$ cat src/rtl/d0_load_unit.sv
// Single-byte load unit: req/ack read from data memory, then a one-cycle write
// into an 8-bit data register, with a timeout abort for a silent memory.
module d0_load_unit #(
  parameter int unsigned ADDR_W  = 5,
  parameter int unsigned DATA_W  = 8,
  parameter int unsigned TIMEOUT = 15
) (
  input  logic              clk,
  input  logic              rst_n,
  input  logic              ld_start,
  input  logic [ADDR_W-1:0] ld_addr,
  output logic              busy,
  output logic              done,
  output logic              err,
  output logic              mem_req,
  output logic [ADDR_W-1:0] mem_addr,
  input  logic              mem_ack,
  input  logic [DATA_W-1:0] mem_rdata,
  output logic              reg_we,
  output logic [DATA_W-1:0] reg_wdata
);

  localparam int unsigned    TimerW   = $clog2(TIMEOUT + 1);
  localparam logic [TimerW-1:0] TimerLast = TimerW'(TIMEOUT - 1);

  typedef enum logic [1:0] {StIdle, StReq, StWrite, StErr} state_e;

  state_e            state;
  logic [TimerW-1:0] timer;

  // mem_addr doubles as the latched address; reg_wdata doubles as the captured byte.
  always_ff @(posedge clk or negedge rst_n) begin
    if (!rst_n) begin
      state     <= StIdle;
      timer     <= '0;
      busy      <= 1'b0;
      done      <= 1'b0;
      err       <= 1'b0;
      mem_req   <= 1'b0;
      mem_addr  <= '0;
      reg_we    <= 1'b0;
      reg_wdata <= '0;
    end else begin
      done   <= 1'b0;
      err    <= 1'b0;
      reg_we <= 1'b0;
      case (state)
        StIdle: begin
          if (ld_start) begin
            state    <= StReq;
            mem_addr <= ld_addr;
            mem_req  <= 1'b1;
            busy     <= 1'b1;
            timer    <= '0;
          end
        end
        StReq: begin
          // An ack in the last allowed cycle still completes the load.
          if (mem_ack) begin
            reg_wdata <= mem_rdata;
            mem_req   <= 1'b0;
            reg_we    <= 1'b1;
            done      <= 1'b1;
            state     <= StWrite;
          end else if (timer == TimerLast) begin
            mem_req <= 1'b0;
            err     <= 1'b1;
            state   <= StErr;
          end else begin
            timer <= timer + TimerW'(1);
          end
        end
        StWrite, StErr: begin
          busy  <= 1'b0;
          state <= StIdle;
        end
        default: begin
          busy    <= 1'b0;
          mem_req <= 1'b0;
          state   <= StIdle;
        end
      endcase
    end
  end

endmodule
$ cat config.mk
export PLATFORM = sky130hd
export DESIGN_NAME = d0_load_unit
export DESIGN_NICKNAME = d
export VERILOG_FILES = /design/src/rtl/d0_load_unit.sv
export SDC_FILE = /design/constraint.sdc
export NUM_CORES = 1
export LEC_CHECK = 0
export CORE_UTILIZATION = 39
export CTS_CLUSTER_DIAMETER = 100
export DETAILED_ROUTE_END_ITERATION = 6
export PLACE_DENSITY = 0.71
export REMOVE_ABC_BUFFERS = 1
export SETUP_SLACK_MARGIN = 0.05
export SLEW_MARGIN = 5
export SYNTH_ARGS = -nofsm -noshare
export SYNTH_HDL_FRONTEND = slang
export SYNTH_SLANG_ARGS = --single-unit
$ cat constraint.sdc
create_clock -name clk -period 3.35 [get_ports clk]
set_input_delay 0.335 -clock clk [delete_from_list [all_inputs] [get_ports clk]]
set_output_delay 0.335 -clock clk [all_outputs]
set_load 0.05 [all_outputs]
Yosys cells after proc, flatten, opt, wreduce, memory -nomap -nowiden
Index checks and enable logic that the tools add are counted.
{"block": "totals", "ff_bits": 23, "inputBits": 17, "wordCells": 45}
{"block": "op_classes", "n_addsub": 1, "eq_ne": 8, "muxes": 18, "n_reduce_logical": 10}
{"cell": "$mux W4", "n": 3}
{"cell": "$mux W1", "n": 8}
{"cell": "$pmux W4 S2", "n": 1}
{"cell": "$reduce_and A2 Y1", "n": 4}
{"cell": "$mux W2", "n": 3}
{"cell": "$ne A2 B2 Y1 const B", "n": 3}
{"cell": "$pmux W2 S3", "n": 1}
{"cell": "$add A4 B1 Y4 const B", "n": 1}
{"cell": "$eq A2 B2 Y1 const B", "n": 2}
{"cell": "$eq A4 B4 Y1 const B", "n": 1}
{"cell": "$pmux W1 S2", "n": 2}
{"cell": "$reduce_and A4 Y1", "n": 1}
{"cell": "$reduce_bool A2 Y1", "n": 2}
{"cell": "$ne A3 B3 Y1 const B", "n": 1}
{"cell": "$reduce_and A3 Y1", "n": 1}
{"cell": "$eq A2 B1 Y1 const B", "n": 1}
{"cell": "$logic_not A2 Y1", "n": 1}
{"cell": "$reduce_or A2 Y1", "n": 1}

Depth between registers and ports, before layout
{"block": "depth", "ltp_word": 4, "mapped_depth": 5}

Least setup slack after synthesis
Ideal clock, no wire load.
{"block": "synth_path", "path_type": "register to register", "startpoint": "reg state[0]", "endpoint": "reg mem_addr[0]", "setup_time_ns": 0.125, "arrival_ns": 1.212, "t_required_ns": 3.225, "slack_ns": 2.013, "path_stages_with_launch": 4, "period_less_slack_ns": 1.337, "path_cell_list": "dfrtp_1 or3b_1 buf_6 mux2_4"}
{"block": "synth_between", "elab_chain_len": 2}
{"item": "start: declaration", "line_no": "28", "rtl": "state_e state;"}
{"item": "start signal: assignment", "line_no": "34", "rtl": "state <= StIdle;"}
{"item": "start signal: assignment", "line_no": "50", "rtl": "state <= StReq;"}
{"item": "start signal: assignment", "line_no": "64", "rtl": "state <= StWrite;"}
{"item": "$logic_not A2 Y1", "line_no": "47", "rtl": "case (state)"}
{"item": "$reduce_and A2 Y1 (no line)"}
{"item": "end signal: assignment", "line_no": "51", "rtl": "mem_addr <= ld_addr;"}
{"item": "end: declaration", "line_no": "16", "rtl": "output logic [ADDR_W-1:0] mem_addr,"}
No other way between the ends.
A chain may end at the register's enable or synchronous reset.

Worst setup path in the final report
{"block": "layout_path", "startpoint": "reg reg_wdata[1]", "endpoint": "out reg_wdata[1]"}
{"item": "start: declaration", "line_no": "20", "rtl": "output logic [DATA_W-1:0] reg_wdata"}
{"item": "start signal: assignment", "line_no": "60", "rtl": "reg_wdata <= mem_rdata;"}
No word-level cell between the ends.

==> flow_summary.ini <==
[status]
outcome = finished, final reports clean

[place]
placedCellCount = 131
gp_congestion = 0.722
post_dp_cell_area_sq_um = 1350
place_hpwl_mm = 1.36
place_ws_ns = 1.46
port_buffers = 34

[worst_setup_path]
required_ns = 3.01
worstSetupPathType = reg2out
worst-path-max-fanout = 2
slowest_delay_ns = 0.81
crit_family = buffers and inverters
worstSetupEndpointType = output port
crit_chain = clkdlybuf4s50_1
cp-start-kind = flip-flop
cp_slowest_cell = clkdlybuf4s50_1
crit_arrival_ns = 1.49
cp_num_buf_inv = 1

[cells_and_area]
postLayoutCellArea_sq_um = 1370
instances_no_fill = 135
final_nets = 127
n_antenna_cell = 0
drive_gt1_frac = 0.187
synthToLayoutAreaGrowth_pct = 38.7
nFillCells = 199

[clock_tree]
cts_num_sinks = 23
clkLatencyLatePin_ns = 0.30
cts-resized-gates = 0
cts.clk_slew.worst_paths_ns = 0.12
post-cts-setup-buffers = 0
cts_tree = yes
postCtsHoldBufs = 0
cts_max_path_buffers = 2
numCtsBuffers = 3
cts-root-buf = clkbuf_4
h-tree-depth = 1

[sta]
slew_headroom = 0.330
holdWs_ns = 0.519
hold_viol = 0
finalMaxSlewViolations = 0
rsz0062_at_grt = no
finalSetupViolCount = 0
fin_ws_ns = 1.53
finalCriticalPeriod_ns = 1.82
max_freq_ghz = 0.549
finalCritPeriodShare = 0.544
tightest_slew_ns = 1.00
final.setup.tns_ns = 0
fin_worst_skew_ns = 0.00586

[global_route]
grt_overflow = 0
grt_pass1_wl_mm = 2.97
grt_pass1_vias = 680
grt_max_degree = 24
antenna_found_initial = 0
grt_use_total = 0.156

[yosys]
postSynthCellCount = 71
yosys_warnings = 0
ys_seq_elements = 23
syn_area_sq_um = 988
yosysSeqAreaShare = 0.582
avgSynthCellArea_sq_um = 13.9
ys_types = 26

[floorplan]
dieArea_sq_um = 2740
die_h_um = 52.3
die_width_um = 52.3
rows = 17
core_sq_um = 2300
io-pin-count = 35
initial_utilization = 0.430

[routing]
drc = 0
dr_total_vias = 662
first_pass_iters = 4
wl_per_cell_um = 13.3
drt-total-wl_mm = 1.79
vias_per_cell = 4.90
ant_nets = 0
drtIter0Drc = 6

[power]
p_leak_nw = 0.612
vdd_drop_max_mv = 0.640
p_per_area_nw_per_um2 = 1020

[hold_path]
hold_path_class = reg2reg

[flow_run]
maxCapViolCount = 0
[metrics by stage]
stage               power [mW]   util
floorplan                 1.02      -
global placement          1.27  0.586
detailed placement        1.29  0.586
CTS                       1.42  0.597
global route              1.48  0.597
finish                    1.40  0.597
[cell type report]
cell class                      instances  area (sq um)  share of cell area
Inverter                                4          15.0              0.0109
Multi-Input combinational cell         42           379               0.276
Tap cell                               28          35.0              0.0255
Sequential cell                        23           576               0.420
Clock buffer                            4          26.3              0.0192
Timing Repair Buffer                   34           340               0.248
[sequential cells by signal, summed over array words and instances, names as in the netlist]
name,cells
mem_req,1
state,2
mem_addr,5
reg_wdata,8
err,1
busy,1
timer,4
reg_we,1
[cells by family (layout without fill, tap and decap cells)]
| kind of cell | count (synthesis) | count (layout) | share of synthesized area |
|---|---|---|---|
| compound gates | 7 | 7 | 0.0481 |
| fa+ha+maj | 2 | 2 | 0.0253 |
| buf+inv | 6 | 42 | 0.0342 |
| flops | 23 | 23 | 0.582 |
| mux | 16 | 16 | 0.197 |
| simple gates | 17 | 17 | 0.113 |
[cells in the final DEF, fill, tap and decap left out]
cell type,n
a2bb2oi_1,1
o211ai_1,1
nand2_2,1
a21oi_1,1
clkdlybuf4s50_1,34
nand3_1,3
mux2i_1,3
nand2b_1,1
mux2_2,8
dfrtp_1,23
and2_1,1
nand2_1,3
clkbuf_4,3
clkbuf_1,1
nor2_1,2
inv_1,4
o31ai_1,1
or3b_4,1
mux2_4,5
o221ai_1,1
o21ai_0,2
ha_1,2
nor3b_1,1
and3_1,1
and2b_2,1
nor3_4,1
or3b_1,1
[Yosys cell counts]
| cell type | instances | share of area |
|---|---|---|
| dfrtp_1 | 23 | 0.58 |
| mux2_4 | 5 | 0.076 |
| mux2i_1 | 3 | 0.030 |
| nor2_1 | 2 | 0.0076 |
| and3_1 | 1 | 0.0063 |
| a21oi_1 | 1 | 0.0051 |
| o211ai_1 | 1 | 0.0076 |
| o21ai_0 | 2 | 0.010 |
| nor3_4 | 1 | 0.016 |
| inv_1 | 4 | 0.015 |
| o31ai_1 | 1 | 0.0076 |
| and2_1 | 1 | 0.0063 |
| nand3_1 | 3 | 0.015 |
| ha_1 | 2 | 0.025 |
| or3b_4 | 1 | 0.011 |
| and2b_2 | 1 | 0.0089 |
| nand2_1 | 3 | 0.011 |
| o221ai_1 | 1 | 0.0089 |
| buf_4 | 1 | 0.0076 |
| buf_6 | 1 | 0.011 |
| nand2b_1 | 1 | 0.0063 |
| or3b_1 | 1 | 0.0089 |
| a2bb2oi_1 | 1 | 0.0089 |
| nor3b_1 | 1 | 0.0076 |
| nand2_2 | 1 | 0.0063 |
| mux2_2 | 8 | 0.091 |
[per-layer routing]
layer	global-route usage	wire length [um]	vias up
met5	0	0	-
met4	0.105	34	0
met3	0.0464	85	2
met2	0.251	869	18
met1	0.176	800	320
li1	-	-	322
[worst paths after layout]
path / from / to / slack [ns] / cells after the start
worst min register to register: reg_wdata[3] / reg_wdata[3] / 0.52 / 1
worst min-delay path: reg_wdata[3] / reg_wdata[3] / 0.52 / 1
worst max-delay path: reg_wdata[1] / reg_wdata[1] / 1.53 / 1
min in group asynchronous: rst_n / timer[2] / 0.57 / 1
max in group asynchronous: rst_n / mem_addr[4] / 2.17 / 1
worst max register to register: state[1] / mem_addr[1] / 1.83 / 2
[report_power, final]
group	internal, mW	leakage [nW]	switching [mW]
Sequential	0.393	0.283	0.0746
Combinational	0.322	0.314	0.486
Clock	0.0464	0.0150	0.0754
Note: power is estimated with default switching activity, not from simulation.
